File: config.mk
export PLATFORM = sky130hd
export DESIGN_NAME = lsu_mem_if_flat
export DESIGN_NICKNAME = d
export VERILOG_FILES = /design/src/rtl/lsu_mem_if_if.sv /design/src/rtl/lsu_mem_if.sv /design/src/flat_wrapper.sv
export SDC_FILE = /design/constraint.sdc
export NUM_CORES = 1
export LEC_CHECK = 0
export ABC_AREA = 1
export CAP_MARGIN = 20
export CORE_ASPECT_RATIO = 1.1
export CORE_UTILIZATION = 50
export DETAILED_ROUTE_END_ITERATION = 12
export GPL_ROUTABILITY_DRIVEN = 0
export PLACE_DENSITY = 0.78
export SETUP_SLACK_MARGIN = 0.3
export SYNTH_ARGS = -nofsm -noshare
export SYNTH_HDL_FRONTEND = slang
export SYNTH_SLANG_ARGS = --single-unit
File: constraint.sdc
create_clock -name clk_i -period 3 [get_ports clk_i]
set_clock_uncertainty 0.15 [all_clocks]
set_input_delay 0.6 -clock clk_i [delete_from_list [all_inputs] [get_ports clk_i]]
set_output_delay 0.6 -clock clk_i [all_outputs]
set_load 0.05 [all_outputs]
File: src/rtl/lsu_mem_if_if.sv
// Request/response and data-memory bus between the core, the LSU and memory.
// Signal names carry the LSU's point of view (_i into the LSU, _o out of it).
interface lsu_mem_if_if #(
  parameter int unsigned X_LEN = 32
);

  // Core request
  logic             req_valid_i;
  logic             req_ready_o;
  logic             req_we_i;
  logic [1:0]       req_size_i;
  logic             req_unsigned_i;
  logic [X_LEN-1:0] req_addr_i;
  logic [X_LEN-1:0] req_wdata_i;

  // Core response
  logic             rsp_valid_o;
  logic [X_LEN-1:0] rsp_rdata_o;
  logic             rsp_err_o;

  // Word-organised data memory
  logic             mem_we_o;
  logic [X_LEN-1:0] mem_addr_o;
  logic [X_LEN-1:0] mem_wdata_o;
  logic [X_LEN-1:0] mem_rdata_i;

  // LSU side
  modport slave (
    input  req_valid_i, req_we_i, req_size_i, req_unsigned_i, req_addr_i, req_wdata_i,
    input  mem_rdata_i,
    output req_ready_o, rsp_valid_o, rsp_rdata_o, rsp_err_o,
    output mem_we_o, mem_addr_o, mem_wdata_o
  );

  // Core plus memory side
  modport master (
    output req_valid_i, req_we_i, req_size_i, req_unsigned_i, req_addr_i, req_wdata_i,
    output mem_rdata_i,
    input  req_ready_o, rsp_valid_o, rsp_rdata_o, rsp_err_o,
    input  mem_we_o, mem_addr_o, mem_wdata_o
  );

endinterface

File: src/rtl/lsu_mem_if.sv
// Load/store unit: turns byte/half/word loads and stores into whole-word
// memory accesses. Sub-word stores are read-modify-write; loads are sign- or
// zero-extended.
// Build option LSU_MISALIGN_TRAP_EN: when defined, misaligned or illegal-size
// requests complete with rsp_err_o; when undefined, the address is forced
// size-aligned, size 11 is treated as word and rsp_err_o is tied low.
module lsu_mem_if #(
  parameter int unsigned X_LEN = 32
) (
  input logic         clk_i,
  input logic         rst_i,
  lsu_mem_if_if.slave bus
);

  localparam int unsigned SIZE_W = 2;
  localparam int unsigned BYTE_W = 8;
  localparam int unsigned HALF_W = 16;

  localparam logic [SIZE_W-1:0] SZ_B   = 2'b00;
  localparam logic [SIZE_W-1:0] SZ_H   = 2'b01;
  localparam logic [SIZE_W-1:0] SZ_W   = 2'b10;
  localparam logic [SIZE_W-1:0] SZ_ILL = 2'b11;

  typedef enum logic [2:0] {
    S_IDLE = 3'd0,
    S_RD   = 3'd1,
    S_WR   = 3'd2,
    S_RSP  = 3'd3,
    S_ERR  = 3'd4
  } state_e;

  typedef struct packed {
    logic              we;
    logic [SIZE_W-1:0] size;
    logic              uns;
    logic [X_LEN-1:0]  addr;
    logic [X_LEN-1:0]  wdata;
  } req_t;

  state_e           state_q, state_d;
  req_t             req_in, req_q, req_d;
  logic [X_LEN-1:0] rd_q, rd_d;
  logic             misalign;
  logic             accept;

  logic             ready_q, ready_d;
  logic             rsp_valid_q, rsp_valid_d;
  logic             rsp_err_q, rsp_err_d;
  logic [X_LEN-1:0] rsp_rdata_q, rsp_rdata_d;
  logic             mem_we_q, mem_we_d;
  logic [X_LEN-1:0] mem_wdata_q, mem_wdata_d;

  // Select the addressed byte/half of a word and extend it to X_LEN.
  function automatic logic [X_LEN-1:0] load_ext(
    input logic [X_LEN-1:0]  w,
    input logic [SIZE_W-1:0] size,
    input logic              uns,
    input logic [1:0]        lane
  );
    logic [BYTE_W-1:0] b;
    logic [HALF_W-1:0] h;
    logic [X_LEN-1:0]  r;
    b = w[{lane, 3'b000} +: BYTE_W];
    h = w[{lane[1], 4'b0000} +: HALF_W];
    case (size)
      SZ_B:    r = uns ? X_LEN'(b) : {{(X_LEN-BYTE_W){b[BYTE_W-1]}}, b};
      SZ_H:    r = uns ? X_LEN'(h) : {{(X_LEN-HALF_W){h[HALF_W-1]}}, h};
      default: r = w;
    endcase
    return r;
  endfunction

  // Replace the addressed byte/half of the old word; a word store replaces all.
  function automatic logic [X_LEN-1:0] store_merge(
    input logic [X_LEN-1:0]  w,
    input logic [X_LEN-1:0]  d,
    input logic [SIZE_W-1:0] size,
    input logic [1:0]        lane
  );
    logic [X_LEN-1:0] r;
    r = w;
    case (size)
      SZ_B:    r[{lane, 3'b000} +: BYTE_W]    = d[BYTE_W-1:0];
      SZ_H:    r[{lane[1], 4'b0000} +: HALF_W] = d[HALF_W-1:0];
      default: r = d;
    endcase
    return r;
  endfunction

  // Normalise the incoming request and classify it.
  always_comb begin
    req_in.we    = bus.req_we_i;
    req_in.size  = bus.req_size_i;
    req_in.uns   = bus.req_unsigned_i;
    req_in.addr  = bus.req_addr_i;
    req_in.wdata = bus.req_wdata_i;
    misalign     = 1'b0;
`ifdef LSU_MISALIGN_TRAP_EN
    case (req_in.size)
      SZ_B:    misalign = 1'b0;
      SZ_H:    misalign = req_in.addr[0];
      SZ_W:    misalign = (req_in.addr[1:0] != 2'b00);
      default: misalign = 1'b1;
    endcase
`else
    if (req_in.size == SZ_ILL) begin
      req_in.size = SZ_W;
    end
    if (req_in.size == SZ_H) begin
      req_in.addr[0] = 1'b0;
    end
    if (req_in.size == SZ_W) begin
      req_in.addr[1:0] = 2'b00;
    end
`endif
  end

  assign accept = (state_q == S_IDLE) && bus.req_valid_i;

  // Captured request and read-word next values; both hold between accepts.
  always_comb begin
    req_d = req_q;
    rd_d  = rd_q;
    if (accept) begin
      req_d = req_in;
    end
    if (state_q == S_RD) begin
      rd_d = bus.mem_rdata_i;
    end
  end

  // Request and read-word registers.
  always_ff @(posedge clk_i) begin
    if (rst_i) begin
      req_q <= '0;
      rd_q  <= '0;
    end else begin
      req_q <= req_d;
      rd_q  <= rd_d;
    end
  end

  // FSM state register.
  always_ff @(posedge clk_i) begin
    if (rst_i) begin
      state_q <= S_IDLE;
    end else begin
      state_q <= state_d;
    end
  end

  // FSM next-state logic.
  always_comb begin
    state_d = state_q;
    unique case (state_q)
      S_IDLE: begin
        if (accept) begin
          if (misalign) begin
            state_d = S_ERR;
          end else if (req_in.we && (req_in.size == SZ_W)) begin
            state_d = S_WR;
          end else begin
            state_d = S_RD;
          end
        end
      end
      S_RD:    state_d = req_q.we ? S_WR : S_RSP;
      S_WR:    state_d = S_RSP;
      S_RSP:   state_d = S_IDLE;
      S_ERR:   state_d = S_IDLE;
      default: state_d = S_IDLE;
    endcase
  end

  // FSM output logic: next values of the registered outputs.
  always_comb begin
    ready_d     = (state_d == S_IDLE);
    rsp_valid_d = (state_d == S_RSP) || (state_d == S_ERR);
`ifdef LSU_MISALIGN_TRAP_EN
    rsp_err_d   = (state_d == S_ERR);
`else
    rsp_err_d   = 1'b0;
`endif
    mem_we_d    = (state_d == S_WR);
    rsp_rdata_d = rsp_rdata_q;
    mem_wdata_d = mem_wdata_q;
    if (state_d == S_ERR) begin
      rsp_rdata_d = '0;
    end else if (state_d == S_RSP) begin
      rsp_rdata_d = req_d.we ? '0 : load_ext(rd_d, req_d.size, req_d.uns, req_d.addr[1:0]);
    end
    if ((state_d == S_WR) && (state_q != S_WR)) begin
      mem_wdata_d = store_merge(rd_d, req_d.wdata, req_d.size, req_d.addr[1:0]);
    end
  end

  // Output registers.
  always_ff @(posedge clk_i) begin
    if (rst_i) begin
      ready_q     <= 1'b1;
      rsp_valid_q <= 1'b0;
      rsp_err_q   <= 1'b0;
      rsp_rdata_q <= '0;
      mem_we_q    <= 1'b0;
      mem_wdata_q <= '0;
    end else begin
      ready_q     <= ready_d;
      rsp_valid_q <= rsp_valid_d;
      rsp_err_q   <= rsp_err_d;
      rsp_rdata_q <= rsp_rdata_d;
      mem_we_q    <= mem_we_d;
      mem_wdata_q <= mem_wdata_d;
    end
  end

  assign bus.req_ready_o = ready_q;
  assign bus.rsp_valid_o = rsp_valid_q;
  assign bus.rsp_err_o   = rsp_err_q;
  assign bus.rsp_rdata_o = rsp_rdata_q;
  // Reset mid-write must not reach the memory, so the enable is gated by rst_i.
  assign bus.mem_we_o    = mem_we_q && !rst_i;
  assign bus.mem_addr_o  = {req_q.addr[X_LEN-1:2], 2'b00};
  assign bus.mem_wdata_o = mem_wdata_q;

endmodule

File: src/flat_wrapper.sv
// flat-port wrapper written by rule: the top's interface ports become plain ports
module lsu_mem_if_flat 
#(
  parameter int unsigned X_LEN = 32
)
  (clk_i, rst_i, bus_req_valid_i, bus_req_we_i, bus_req_size_i, bus_req_unsigned_i, bus_req_addr_i, bus_req_wdata_i, bus_mem_rdata_i, bus_req_ready_o, bus_rsp_valid_o, bus_rsp_rdata_o, bus_rsp_err_o, bus_mem_we_o, bus_mem_addr_o, bus_mem_wdata_o);
  lsu_mem_if_if #(.X_LEN(X_LEN)) bus_i ();
  input logic clk_i;
  input logic rst_i;
  input wire logic [$bits(bus_i.req_valid_i)-1:0] bus_req_valid_i;
  input wire logic [$bits(bus_i.req_we_i)-1:0] bus_req_we_i;
  input wire logic [$bits(bus_i.req_size_i)-1:0] bus_req_size_i;
  input wire logic [$bits(bus_i.req_unsigned_i)-1:0] bus_req_unsigned_i;
  input wire logic [$bits(bus_i.req_addr_i)-1:0] bus_req_addr_i;
  input wire logic [$bits(bus_i.req_wdata_i)-1:0] bus_req_wdata_i;
  input wire logic [$bits(bus_i.mem_rdata_i)-1:0] bus_mem_rdata_i;
  output wire logic [$bits(bus_i.req_ready_o)-1:0] bus_req_ready_o;
  output wire logic [$bits(bus_i.rsp_valid_o)-1:0] bus_rsp_valid_o;
  output wire logic [$bits(bus_i.rsp_rdata_o)-1:0] bus_rsp_rdata_o;
  output wire logic [$bits(bus_i.rsp_err_o)-1:0] bus_rsp_err_o;
  output wire logic [$bits(bus_i.mem_we_o)-1:0] bus_mem_we_o;
  output wire logic [$bits(bus_i.mem_addr_o)-1:0] bus_mem_addr_o;
  output wire logic [$bits(bus_i.mem_wdata_o)-1:0] bus_mem_wdata_o;
  assign bus_i.req_valid_i = bus_req_valid_i;
  assign bus_i.req_we_i = bus_req_we_i;
  assign bus_i.req_size_i = bus_req_size_i;
  assign bus_i.req_unsigned_i = bus_req_unsigned_i;
  assign bus_i.req_addr_i = bus_req_addr_i;
  assign bus_i.req_wdata_i = bus_req_wdata_i;
  assign bus_i.mem_rdata_i = bus_mem_rdata_i;
  assign bus_req_ready_o = bus_i.req_ready_o;
  assign bus_rsp_valid_o = bus_i.rsp_valid_o;
  assign bus_rsp_rdata_o = bus_i.rsp_rdata_o;
  assign bus_rsp_err_o = bus_i.rsp_err_o;
  assign bus_mem_we_o = bus_i.mem_we_o;
  assign bus_mem_addr_o = bus_i.mem_addr_o;
  assign bus_mem_wdata_o = bus_i.mem_wdata_o;
  lsu_mem_if #(.X_LEN(X_LEN)) u_core (.clk_i(clk_i), .rst_i(rst_i), .bus(bus_i));
endmodule
== After elaboration in Yosys (flattened, before gate mapping) ==
Index checks and enable logic that the tools add are counted.
Cells by class
  add/sub/neg operators: 2
  equal/unequal tests: 10
  shift operators: 6
  mux-type cells: 16
  reductions and logical operators: 10
Operator list (number)
  $mux 32: 4
  $pmux 32 s2: 2
  $mux 68: 1
  $bwmux 32: 2
  $shift 16x7->32 const A: 1
  $shift 8x7->32 const A: 1
  $shiftx 16x7->32: 1
  $shiftx 32x6->16: 1
  $shiftx 32x6->8: 1
  $shiftx 8x7->32: 1
  $neg 5->7: 2
  $eq 3x2->1 const B: 3
  $pmux 3 s3: 1
  $logic_not 3->1: 2
  $mux 2: 3
  $eq 2x1->1 const B: 2
  $eq 2x2->1 const B: 2
  $logic_and 1x1->1: 4
  $eq 3x1->1 const B: 1
  $eq 3x3->1 const B: 1
  $mux 3: 1
  $ne 3x2->1 const B: 1
  $logic_not 2->1: 1
  $mux 1: 2
  3 further kinds: 3
Storage, ports and cells
  register bits after elaboration: 170
  input bits: 103
  output and inout bits: 100
  logic and storage cells: 57

== Logic depth before layout (Yosys ltp) ==
Gate-level depths: netlist (run 1).
  word-level depth: 10
  gate-level depth with buffers: 17
  gate-level depth less buffers: 15

== Worst setup path before layout (run 1) ==
No wires, ideal clock.
  path kind: input-to-reg
  start point: input bus_req_valid_i
  end point: register u_core.mem_wdata_q[17] (netlist: u_core.bus.mem_wdata_o[17])
  setup time: 0.056 ns
  data arrival time: 2.396 ns
  required time: 2.794 ns
  slack: 0.399 ns
  cell stages on the path: 15
  buffers on the path: 2
  cells stage by stage: nand3_4 -> inv_2 -> buf_6 -> nand2_4 -> nand2_8 -> inv_2 -> buf_2 -> ha_1 -> nor2_1 -> nand3_1 -> o21ai_2 -> o211ai_1 -> nand3_1 -> nand2_1 -> inv_1
On the way
  word-level cells in the longest chain between the ends: 6
  elaborated cells between the ends (all ways): 17
  those cells by class: 2 x add/sub; 2 x eq/ne; 4 x shift; 6 x mux; 3 x reduce/logical
Ends and longest elaborated chain
  start: declaration: line flat_wrapper.sv:10  | input wire logic [$bits(bus_i.req_valid_i)-1:0] bus_req_valid_i;
  $logic_and 1x1->1 (*): line lsu_mem_if.sv:118  | assign accept = (state_q == S_IDLE) && bus.req_valid_i;
  $mux 68: line lsu_mem_if.sv:124  | if (accept) begin
  $neg 5->7, on equally long branches: line lsu_mem_if.sv:84, lsu_mem_if.sv:83
  $shiftx 16x7->32 (tied with other cells): line lsu_mem_if.sv:84  | SZ_H: r[{lane[1], 4'b0000} +: HALF_W] = d[HALF_W-1:0];
  $bwmux 32, on equally long branches: line lsu_mem_if.sv:84, lsu_mem_if.sv:83
  $pmux 32 s2: line lsu_mem_if.sv:82  | case (size)
  end signal: assignment: line lsu_mem_if.sv:212  | mem_wdata_q <= mem_wdata_d;
  end: declaration: line lsu_mem_if.sv:51  | logic [X_LEN-1:0] mem_wdata_q, mem_wdata_d;
Mark *: on every way between the ends. The rest lies on a longest branch, timed or not.
A chain may end at the register's enable or synchronous reset.

== Worst setup path in the final report (run 1) ==
  start point: input bus_req_valid_i
  end point: register u_core.rsp_rdata_q[13] (netlist: u_core.bus.rsp_rdata_o[13])
On the way
  word-level cells in the longest chain between the ends: 6
  elaborated cells between the ends (all ways): 15
  those cells by class: 3 x eq/ne; 2 x shift; 7 x mux; 3 x reduce/logical
Ends and longest elaborated chain
  $logic_and 1x1->1 (*): line lsu_mem_if.sv:118
  $mux 68: line lsu_mem_if.sv:124
  $shiftx 32x6->16 / $shiftx 32x6->8 (equally long branches): line lsu_mem_if.sv:64, lsu_mem_if.sv:63
  $mux 32, on equally long branches: line lsu_mem_if.sv:67, lsu_mem_if.sv:66
  $pmux 32 s2: line lsu_mem_if.sv:65  | case (size)
  $mux 32: line lsu_mem_if.sv:190  | rsp_rdata_d = req_d.we ? '0 : load_ext(rd_d, req_d.size, req_d.uns, req_d.addr[1:0]);
  end signal: assignment: line lsu_mem_if.sv:210  | rsp_rdata_q <= rsp_rdata_d;
  end: declaration: line lsu_mem_if.sv:49  | logic [X_LEN-1:0] rsp_rdata_q, rsp_rdata_d;
Marks and branches as above.

==> results of run 1 <==
-- critical path, delay by kind of cell --
kind	cells	cell delay, ns
simple gates	6	0.72
buf+inv	4	1.08
compound gates	2	0.37
-- logic make-up after synthesis --
group | after synthesis | synth area share
AOI/OAI and AO/OA | 230 | 0.1561
adders and majority gates | 3 | 0.004613
other | 1 | 0.0004608
buffers and inverters | 207 | 0.1176
and+or+nand+nor | 557 | 0.2932
DFF | 170 | 0.4182
muxes | 8 | 0.009840
-- timing repair --
action / in CTS / in global routing
setup endpoints to repair: 0 / 20
resized for setup: 0 / 4
hold endpoints to repair: 0 / 0
-- cell type report --
class                      count  area (um^2)  share of cell area
multi-input combinational    802         3796              0.3463
sequential                   170         3403              0.3105
timing repair buffer         259         2500              0.2281
clock buffer                  24        491.7             0.04486
inverter                     113        430.4             0.03926
tap                          200        250.2             0.02283
clock inverter                 7        90.09            0.008218
-- where the power goes --
group	total, mW	internal [mW]	switching [mW]	leakage, nW
Sequential	2.44	2.39	0.0542	1.39
Clock	2.19	1.31	0.885	0.282
Combinational	1.59	0.600	0.988	3.21
Total	6.22	4.29	1.93	4.88
-- routing by layer --
metal  vias to the layer above  share of wire  routed length [um]
met3                        77          0.098                2462
met2                       380           0.46               11510
met1                      3764           0.40                9987
li1                       4076              -                   -
met5                         -              0                   0
met4                         0          0.042                1054
-- cell usage after synthesis (all sizes together) --
master	n	share of area
a31oi	3	0.0023
nor4	3	0.0023
nor2	141	0.069
o211ai	13	0.012
a41oi	2	0.0022
inv	112	0.052
nor3	1	0.00061
nand3b	2	0.0018
nand4	10	0.0095
o21a	14	0.013
buf	57	0.048
o22ai	3	0.0023
o2111ai	1	0.0011
mux2i	8	0.0098
or2	34	0.026
clkinv	1	0.00061
nand2	319	0.15
dfxtp	170	0.42
clkbuf	37	0.017
ha	3	0.0046
a22oi	1	0.00092
conb	1	0.00046
o21ai	90	0.059
nand3	47	0.031
a21oi	103	0.063
-- stage by stage --
step	std cells	worst slack, ns	util	total power [mW]
after global routing	1575	0.3099	0.6940	6.476
after floorplan	1179	0.3987	-	3.458
after CTS	1575	0.3873	0.6934	6.226
after global placement	1544	0.1046	0.6565	4.031
final	1575	0.4322	0.6940	6.222
after detailed placement	1544	0.07681	0.6565	4.049
-- sequential cells by signal, summed over array words and instances (netlist names) --
register	cells
u_core.bus.rsp_rdata_o	32
u_core.bus.rsp_valid_o	1
u_core.bus.mem_wdata_o	32
u_core.req_q	38
u_core.mem_we_q	1
u_core.bus.mem_addr_o	30
u_core.state_q	3
u_core.rd_q	32
u_core.bus.req_ready_o	1
-- path summary, 6_finish.rpt --
path	end	startpoint	slack (ns)
worst max-delay path	u_core.bus.rsp_rdata_o[13]	bus_req_valid_i	0.43
worst min-delay path	u_core.bus.mem_addr_o[28]	u_core.bus.mem_addr_o[28]	0.31
worst max register to register	u_core.bus.rsp_rdata_o[13]	u_core.state_q[1]	0.50
worst min register to register	u_core.bus.mem_addr_o[28]	u_core.bus.mem_addr_o[28]	0.31
==> impl_metrics.json, run 1 <==
{
  "rows": 48,
  "clockBufferDepth": 2,
  "worstPathCellList": "clkdlybuf4s50_1, nand3_4, buf_4, o21ai_4, inv_4, nor2_8, nand2_2, inv_2, nand2_1, nand3_1, nand2_1, a21oi_1",
  "vias": 8297,
  "setup_viol": 0,
  "wl_per_cell_um": 15.88,
  "min_path_type": "flop to flop",
  "irDropWorstVdd_uv": 345.6,
  "drive_above_1_share": 0.1113,
  "synth-seq-area-share": 0.4182,
  "mostFrequentLayoutCell": "nand2_1",
  "slowest_stage": "clkdlybuf4s50_1",
  "grt_pass1_vias": 7661,
  "finalHoldViolations": 0,
  "io_buffers": 199,
  "cpMostUsedCell": "nand2_1",
  "syn_inst": 1176,
  "antenna_cells": 0,
  "cts_made_buffers": 17,
  "dieArea_um2": 16790,
  "clk_pin_slew_ns": 0.06,
  "r2r_cells": 11,
  "path_class": "input port to flop",
  "route.detailed.drc": 0,
  "cts_sinks": 170,
  "n_fill_cell": 1347,
  "htreeDepth": 4,
  "wl_um": 25010,
  "status": "complete, no violations",
  "period_minus_slack_ns": 2.568,
  "io_pins": 203,
  "yosysWarningCount": 0,
  "grt_overflow": 0,
  "coreArea_um2": 15800,
  "clk_latency_ns": 0.43,
  "slew_headroom": 0.3991,
  "period_share": 0.8559,
  "synth_area_um2": 8138,
  "place_area_um2": 10370,
  "rsz0062_at_grt": "no",
  "initial_core_util": 0.5152,
  "grt_use_met3": 0.07618,
  "use_met2": 0.4815,
  "drt_iter0_drc": 779,
  "cp_slowest_stage_delay_ns": 0.54,
  "top_usage_layer": "met2",
  "drtPass1Iterations": 5,
  "setup_tns_ns": 0,
  "synth_area_per_cell_um2": 6.920,
  "postCtsSetupBuffers": 0,
  "drv_slew": 0,
  "fin_hold_ws_ns": 0.3113,
  "design_area_um2": 10960,
  "max_freq_mhz": 389.4,
  "ys_ff_latch": 170,
  "power.density_nw_per_um2": 567.6,
  "areaGrowthSynthToFinish_pct": 34.70,
  "cp.required_ns": 3.21,
  "use_met1": 0.3662,
  "postRouteAntennaNets": 0,
  "grt_use_total": 0.3006,
  "grt_start_max_net_pins": 132,
  "synth.distinct_cells": 42,
  "grt_first_pass_wirelength_um": 38280,
  "cts_tree": "built",
  "cp_data_arrival_time_ns": 2.78,
  "postCtsHoldBufs": 0,
  "hold_depth": 2,
  "vias_per_cell": 5.268,
  "die_x_um": 123.6,
  "maxCapViolations": 0,
  "start_kind": "input port",
  "fin_nets": 1469,
  "die_h_um": 135.8,
  "antenna_found_initial": 0,
  "clock-root-buffer": "clkbuf_16",
  "endpoint_kind": "flop",
  "power_leakage_nw": 4.878,
  "worst_pin_slew_ns": 0.8763,
  "mostFrequentLayoutCells": "312 x nand2_1, 197 x clkdlybuf4s50_1, 170 x dfxtp_1",
  "dpl.hpwl_um": 18130,
  "cp_max_fo": 13
}
Note: power is estimated with default switching activity, not from simulation.
==> run 2, diff against run 1 <==
--- a/config.mk
+++ b/config.mk
@@ -11,6 +11,7 @@
 export CORE_UTILIZATION = 50
 export DETAILED_ROUTE_END_ITERATION = 12
 export GPL_ROUTABILITY_DRIVEN = 0
+export MAX_ROUTING_LAYER = met4
 export PLACE_DENSITY = 0.78
 export SETUP_SLACK_MARGIN = 0.3
 export SYNTH_ARGS = -nofsm -noshare
==> impl_metrics.json, run 2 (synthesized netlist as in run 1, its figures left out) <==
{
  "vias": 8271,
  "top_register": "u_core.req_q",
  "period_share": 0.8488,
  "grt_overflow": 0,
  "rsz0062_at_grt": "no",
  "period_minus_slack_ns": 2.546,
  "dp.cells": 1544,
  "grt_pass1_vias": 7648,
  "final_cells": 1575,
  "worstPathCellList": "clkdlybuf4s50_1, nand3_4, buf_4, o21ai_4, inv_4, nor2_8, nand2_2, inv_2, nand2_1, nand3_1, nand2_1, a21oi_1",
  "reg2reg_slack_ns": 0.49,
  "endpoint_kind": "flop",
  "r2r_cells": 11,
  "setup_tns_ns": 0,
  "path_class": "input port to flop",
  "mostFrequentLayoutCell": "nand2_1",
  "cp_max_fo": 13,
  "mostFrequentLayoutCells": "312 x nand2_1, 197 x clkdlybuf4s50_1, 170 x dfxtp_1",
  "postCtsSetupBuffers": 0,
  "wl_per_cell_um": 15.92,
  "clock-root-buffer": "clkbuf_16",
  "irDropWorstVdd_uv": 347.4,
  "initial_core_util": 0.5152,
  "clk_pin_slew_ns": 0.06,
  "io_pins": 203,
  "vias_per_cell": 5.251,
  "cts_sinks": 170,
  "die_h_um": 135.8,
  "status": "complete, no violations",
  "min_path_type": "flop to flop",
  "drt_iter0_drc": 733,
  "postRouteAntennaNets": 0,
  "cp.required_ns": 3.21,
  "cpMostUsedCell": "nand2_1",
  "power.density_nw_per_um2": 567.7,
  "drtPass1Iterations": 7,
  "dpl.hpwl_um": 18130,
  "dieArea_um2": 16790,
  "grt_use_total": 0.3096,
  "coreArea_um2": 15800,
  "clockBufferDepth": 2,
  "start_kind": "input port",
  "route.detailed.drc": 0,
  "worst_pin_slew_ns": 0.7986,
  "htreeDepth": 4,
  "clk_latency_ns": 0.43,
  "cts_tree": "built",
  "antenna_cells": 0,
  "die_x_um": 123.6,
  "postCtsHoldBufs": 0,
  "fin_nets": 1469,
  "maxCapViolations": 0,
  "cts_resized": 0,
  "cp_data_arrival_time_ns": 2.76,
  "antenna_found_initial": 0,
  "power_leakage_nw": 4.878,
  "grt_start_max_net_pins": 132,
  "cts_made_buffers": 17,
  "wl_um": 25070,
  "areaGrowthSynthToFinish_pct": 34.70,
  "hold_depth": 2,
  "grt_first_pass_wirelength_um": 38320,
  "max_freq_mhz": 392.7,
  "rows": 48,
  "setup_viol": 0,
  "slowest_stage": "clkdlybuf4s50_1",
  "drv_slew": 0,
  "cp_slowest_stage_delay_ns": 0.54,
  "largest_reg_flops": 38,
  "slew_headroom": 0.4523,
  "drive_above_1_share": 0.1113,
  "io_buffers": 199,
  "finalHoldViolations": 0
}
## run 2: cell counts in the layout (fill, tap and decap cells not counted)
Identical to the previous run, type by type.
## run 2: final timing paths
check,startpoint,to
max,bus_req_valid_i,u_core.bus.rsp_rdata_o[13]
max reg2reg,u_core.state_q[1],u_core.bus.rsp_rdata_o[5]
min,u_core.bus.mem_addr_o[28],u_core.bus.mem_addr_o[28]
min reg2reg,u_core.bus.mem_addr_o[28],u_core.bus.mem_addr_o[28]
## run 2: cell type report
| cell class | instances | area [um^2] |
|---|---|---|
| clock buffer | 24 | 491.7 |
| inverter | 113 | 430.4 |
| tap | 200 | 250.2 |
| timing repair buffer | 259 | 2500 |
| multi-input combinational | 802 | 3796 |
| clock inverter | 7 | 90.09 |
| sequential | 170 | 3403 |
| fill | 1347 | 4833 |
## run 2: critical path, delay by kind of cell
kind	cells	cell delay, ns
buffers and inverters	4	1.08
AO/OA/AOI/OAI	2	0.37
AND/OR/NAND/NOR	6	0.71
## run 2: power by group
group	internal [mW]	switching, mW
Sequential	2.39	0.0545
Clock	1.31	0.886
Combinational	0.600	0.988
## run 2: metal layers
metal / vias to the layer above / global-route usage / part of all wire
met5: - / - / 0
met4: 0 / 0.1620 / 0.044
met3: 82 / 0.07365 / 0.094
met2: 376 / 0.4812 / 0.46
met1: 3741 / 0.3686 / 0.40
li1: 4072 / - / -
## run 2: per-stage QoR
stage	cell area (um^2)	utilization	power, mW	hold WS [ns]	setup slack [ns]
after CTS	10950	0.6934	6.226	0.3134	0.3873
after detailed placement	10370	0.6565	4.049	0.3041	0.07681
after floorplan	8149	-	3.458	0.2949	0.3987
final	10960	0.6940	6.224	0.3114	0.4536
after global routing	10960	0.6940	6.476	0.3298	0.3085
after global placement	10370	0.6565	4.031	0.3005	0.1046
